File: src/rtl/ofmap_serializer.sv
// ofmap_serializer
//   Sits downstream of the conv systolic-array datapath. Takes one row of
//   ARRAY_WIDTH parallel ofmap words per handshake, holds up to two rows in a
//   ping-pong buffer, and streams them out one word per cycle, word 0 first.
//   A one-cycle tile_done pulse follows the release of the last row of each
//   NUM_ROWS-row tile so conv control can advance its banks.
//
// Ports
//   clk        in   1                        rising-edge clock
//   rst_n      in   1                        asynchronous active-low reset
//   row_dat    in   OFMAP_WIDTH*ARRAY_WIDTH  word i at [i*OFMAP_WIDTH +: OFMAP_WIDTH]
//   row_vld    in   1                        row_dat valid
//   row_rdy    out  1                        a row slot is free (registered)
//   ofmap_dat  out  OFMAP_WIDTH              current output word (0 when idle)
//   ofmap_vld  out  1                        ofmap_dat valid
//   ofmap_rdy  in   1                        consumer takes ofmap_dat
//   tile_done  out  1                        pulse after the last word of a tile

module ofmap_serializer #(
    parameter int OFMAP_WIDTH = 32,
    parameter int ARRAY_WIDTH = 8,
    parameter int NUM_ROWS    = 8
) (
    input  logic                               clk,
    input  logic                               rst_n,
    input  logic [OFMAP_WIDTH*ARRAY_WIDTH-1:0] row_dat,
    input  logic                               row_vld,
    output logic                               row_rdy,
    output logic [OFMAP_WIDTH-1:0]             ofmap_dat,
    output logic                               ofmap_vld,
    input  logic                               ofmap_rdy,
    output logic                               tile_done
);

    localparam int IDX_W = (ARRAY_WIDTH > 1) ? $clog2(ARRAY_WIDTH) : 1;
    localparam int ROW_W = (NUM_ROWS > 1) ? $clog2(NUM_ROWS) : 1;
    localparam logic [IDX_W-1:0] LAST_IDX = IDX_W'(ARRAY_WIDTH - 1);
    localparam logic [ROW_W-1:0] LAST_ROW = ROW_W'(NUM_ROWS - 1);

    typedef logic [ARRAY_WIDTH-1:0][OFMAP_WIDTH-1:0] row_t;

    row_t             slot [2];
    row_t             cur_row;
    logic             wr_ptr;
    logic             rd_ptr;
    logic [1:0]       count;
    logic [1:0]       count_nxt;
    logic [IDX_W-1:0] widx;
    logic [ROW_W-1:0] row_cnt;
    logic             accept;
    logic             word_xfer;
    logic             row_release;

    assign accept      = row_vld && row_rdy;
    assign ofmap_vld   = (count != 2'd0);
    assign word_xfer   = ofmap_vld && ofmap_rdy;
    assign row_release = word_xfer && (widx == LAST_IDX);

    // Gating with ofmap_vld keeps the output at zero while idle or in reset,
    // so the row storage itself never needs a reset.
    assign cur_row   = slot[rd_ptr];
    assign ofmap_dat = ofmap_vld ? cur_row[widx] : '0;

    always_comb begin
        count_nxt = count;
        case ({accept, row_release})
            2'b10:   count_nxt = count + 2'd1;
            2'b01:   count_nxt = count - 2'd1;
            default: count_nxt = count;
        endcase
    end

    // NOTE: row storage is a plain data path with no reset; stale contents are
    // never observable because count gates both ofmap_vld and ofmap_dat.
    always_ff @(posedge clk) begin
        if (accept) begin
            slot[wr_ptr] <= row_dat;
        end
    end

    // NOTE: all state uses non-blocking assignments so every register samples
    // the pre-edge values of its neighbours regardless of statement order.
    always_ff @(posedge clk or negedge rst_n) begin
        if (!rst_n) begin
            wr_ptr    <= 1'b0;
            rd_ptr    <= 1'b0;
            count     <= 2'd0;
            widx      <= '0;
            row_cnt   <= '0;
            row_rdy   <= 1'b0;
            tile_done <= 1'b0;
        end else begin
            count <= count_nxt;
            // Registered from the next count: a release on a full buffer only
            // frees the slot from the following cycle, with no bypass path.
            row_rdy   <= (count_nxt != 2'd2);
            tile_done <= row_release && (row_cnt == LAST_ROW);

            if (accept) begin
                wr_ptr <= ~wr_ptr;
            end

            if (word_xfer) begin
                widx <= (widx == LAST_IDX) ? '0 : widx + IDX_W'(1);
            end

            if (row_release) begin
                rd_ptr  <= ~rd_ptr;
                row_cnt <= (row_cnt == LAST_ROW) ? '0 : row_cnt + ROW_W'(1);
            end
        end
    end

endmodule

File: config.mk
export PLATFORM = sky130hd
export DESIGN_NAME = ofmap_serializer
export DESIGN_NICKNAME = d
export VERILOG_FILES = /design/src/rtl/ofmap_serializer.sv
export SDC_FILE = /design/constraint.sdc
export NUM_CORES = 1
export LEC_CHECK = 0
export CORE_UTILIZATION = 59
export CTS_CLUSTER_SIZE = 25
export DETAILED_ROUTE_END_ITERATION = 12
export PLACE_DENSITY = 0.84
export SLEW_MARGIN = 20
export SYNTH_ARGS = -nofsm -noshare
export SYNTH_HDL_FRONTEND = slang
export SYNTH_SLANG_ARGS = --single-unit
File: constraint.sdc
create_clock -name clk -period 24.9 [get_ports clk]
set_clock_uncertainty 0.1 [all_clocks]
set_input_delay 4.98 -clock clk [delete_from_list [all_inputs] [get_ports clk]]
set_output_delay 4.98 -clock clk [all_outputs]
set_load 0.01 [all_outputs]
==> flow_summary.yaml <==
worst_setup_path:
  critical_path.cell_chain: "buf_4 -> buf_4 -> mux2i_1 -> a22oi_1 -> nand2_1 -> o22ai_1 -> clkdlybuf4s50_1"
  worstPathRequired_ns: 19.82
  crit_slowest_cell: "dfrtp_4"
  critPathMaxFanout: 66
  critPathCaptureType: "output port"
  path_buf_inv: 3
  crit_type: "flip-flop to output port"
  arrival_ns: 4.95
  cp-start-kind: "flip-flop"
  slowest_delay_ns: 1.06
  crit_family: "buffers and inverters"
  crit_top_cell: "buf_4"
sta:
  worst_pin_slew_ns: 1.26
  maxSlewViolCount: 0
  fmax_ghz: 0.0997
  fin_crit_sh_pct: 40.3
  fin_crit_ns: 10.03
  setup_viol: 0
  finalHoldViolCount: 0
  finalSetupTns_ns: 0
  relSlewSlack_pct: 16.2
  whs_ns: 0.396
  rsz0062_at_grt: "no"
route:
  wl_mm: 45.8
  route.met2.wl_mm: 22.1
  vias_per_cell: 5.98
  vias: 11300
  route.detailed.drc: 0
  firstDrtPassIters: 5
  drt_iter0_markers: 1005
  met1_length_mm: 18.4
  wire_per_inst_um: 24.2
  routed.top_layer: "met5"
  ant_nets: 0
  wl_met3_mm: 3.51
yosys:
  synth_simple_gate_area_share_pct: 1.65
  synthAdderAreaFrac_pct: 0.305
  synth_area_um2: 20500
  ys_seq_elements: 524
  syn_inst: 1104
  synth_top_area_share_pct: 75.1
  synth.most_common_cell: "edfxtp_1"
  yosysUniqueCellTypes: 30
  synth_top_family_by_area: "multiplexers"
  yosysTopAreaCell: "edfxtp_1"
  synth_flop_cell: "edfxtp_1"
  syn_nets: 1369
  synth_area_leaders: "edfxtp_1 (75%), mux2i_1 (13%), a22oi_1 (4.7%), dfrtp_1 (1.5%), nand2_1 (1.3%)"
  synth.avg_cell_area_um2: 18.6
  ys_seq_area_share_pct: 76.5
  synthMuxAreaShare_pct: 12.7
  synth_compound_area_share_pct: 5.95
  synth_common_cells: "edfxtp_1 (512), mux2i_1 (256), a22oi_1 (128)"
  synth_edf_count: 512
  synthArstFlopShare_pct: 2.29
  yosysWarnings: 0
  synthXorXnorAreaFrac_pct: 0.214
clock_tree:
  cts-buffers-inserted: 50
  insertion_delay_ns: 0.54
  post_cts_buffers: 0
  clk_path_buf_depth: 3
  cts_sinks: 524
  cts_root_buf: "clkbuf_16"
  cts_tree: "done"
  htree_num_levels: 2
  holdBufCountCts: 0
  cts_resized: 0
  path_clk_slew_ns: 0.06
placement:
  gp_congestion: 0.791
  dp.cells: 1796
  io_buffers: 294
  post-dp-hpwl_mm: 28.6
pwr:
  peakVddDrop_mv: 0.104
  leakage_nw: 8.94
  powerDensity_nw_per_um2: 118
layout:
  final_util_pct: 74.3
  drive_above_1_share_pct: 6.68
  area_growth_pct: 22.8
  fillers: 2010
  fin_nets: 1665
  final_cells: 1896
global_routing:
  antenna_found_initial: 16
  grt_pass1_vias: 11800
  grt_max_degree: 183
  grt_first_pass_wirelength_mm: 68.2
  grt_overflow: 0
  track_usage_pct: 25.8
die:
  dieArea_um2: 35500
  rows: 67
  fp.dieH_um: 188
  core_area_um2: 33900
  top_level_ports: 295
  fp.dieW_um: 188
  start_util_pct: 60.5
run:
  max_cap_viol_count: 0
worst_hold_path:
  min_path_type: "flip-flop to flip-flop"
outcome:
  outcome: "finished, final reports clean"
report_power, final:
part           internal (W)  total [W]  switching, W
registers           0.00119    0.00126     0.0000720
clock network      0.000410   0.000712      0.000303
logic              0.000407    0.00100      0.000597
layer usage:
metal,vias up,track usage (%)
met4,10,11.1
li1,5049,-
met3,105,5.59
met2,495,41.5
met1,5686,34.2
met5,-,0
worst paths after layout:
check                           cells past startpoint                from               endpoint  slack (ns)
worst max-delay path                                7  rd_ptr$_DFFE_PN0P_          ofmap_dat[14]       14.87
worst min-delay path                                1  count[1]$_DFF_PN0_     count[1]$_DFF_PN0_        0.40
worst max register to register                      3  wr_ptr$_DFFE_PN0P_  slot[1][24]$_DFFE_PP_       21.56
worst min register to register                      1  count[1]$_DFF_PN0_     count[1]$_DFF_PN0_        0.40
max in group asynchronous                           1               rst_n     rd_ptr$_DFFE_PN0P_       19.58
min in group asynchronous                           1               rst_n      row_rdy$_DFF_PN0_        4.70
sequential cells by signal, indices dropped and copies added, names as in the netlist:
register,count
rd_ptr,1
row_rdy,1
tile_done,1
widx,3
slot,512
row_cnt,3
count,2
wr_ptr,1
area by class of cell:
class / instances / area, um^2 / share of cell area (%)
clock buffer: 69 / 1350 / 5.38
antenna: 10 / 25.0 / 0.0995
multi-input combinational: 515 / 4300 / 17.1
clock inverter: 21 / 175 / 0.696
inverter: 2 / 7.51 / 0.0298
tap: 448 / 561 / 2.23
timing repair buffer: 307 / 3050 / 12.1
sequential: 524 / 15700 / 62.3
per-stage QoR:
step | cell area (um^2) | total power [W] | setup WS, ns
after floorplan | 20500 | 0.00197 | 8.24
after global placement | 23600 | 0.00224 | 15.56
after detailed placement | 23600 | 0.00228 | 15.44
after CTS | 25100 | 0.00299 | 14.83
after global routing | 25200 | 0.00310 | 14.61
final | 25200 | 0.00298 | 14.87
placed cells by master, fill, tap and decap left out, types with 5 or more instances in the layout:
cell type,netlist,layout
edfxtp_1,512,512
clkdlybuf4s50_1,0,294
mux2i_1,256,256
a22oi_1,128,128
nand2_1,69,69
clkbuf_16,0,51
o22ai_1,26,26
clkbuf_1,6,17
buf_4,6,12
dfrtp_1,12,11
diode_2,0,10
clkinv_2,0,10
clkinv_1,0,7
o22ai_2,6,6
ha_1,5,5
worst register-to-register path, cell delays in order, from the launching register on:
cell	delay [ns]
dfrtp_1	0.43
and3_4	0.72
buf_4	0.78
buf_4	0.86
kinds of logic (layout without fill, tap and decap cells):
family                     count (synthesis)  count (layout)
and+or+nand+nor                           83              83
buffers and inverters                     65             399
other                                      0              10
adders and majority gates                  5               5
xor gates and xnor gates                   5               5
AOI/OAI and AO/OA                        163             163
DFF                                      524             524
muxes                                    259             259
Power figures use the tool's default switching activity.
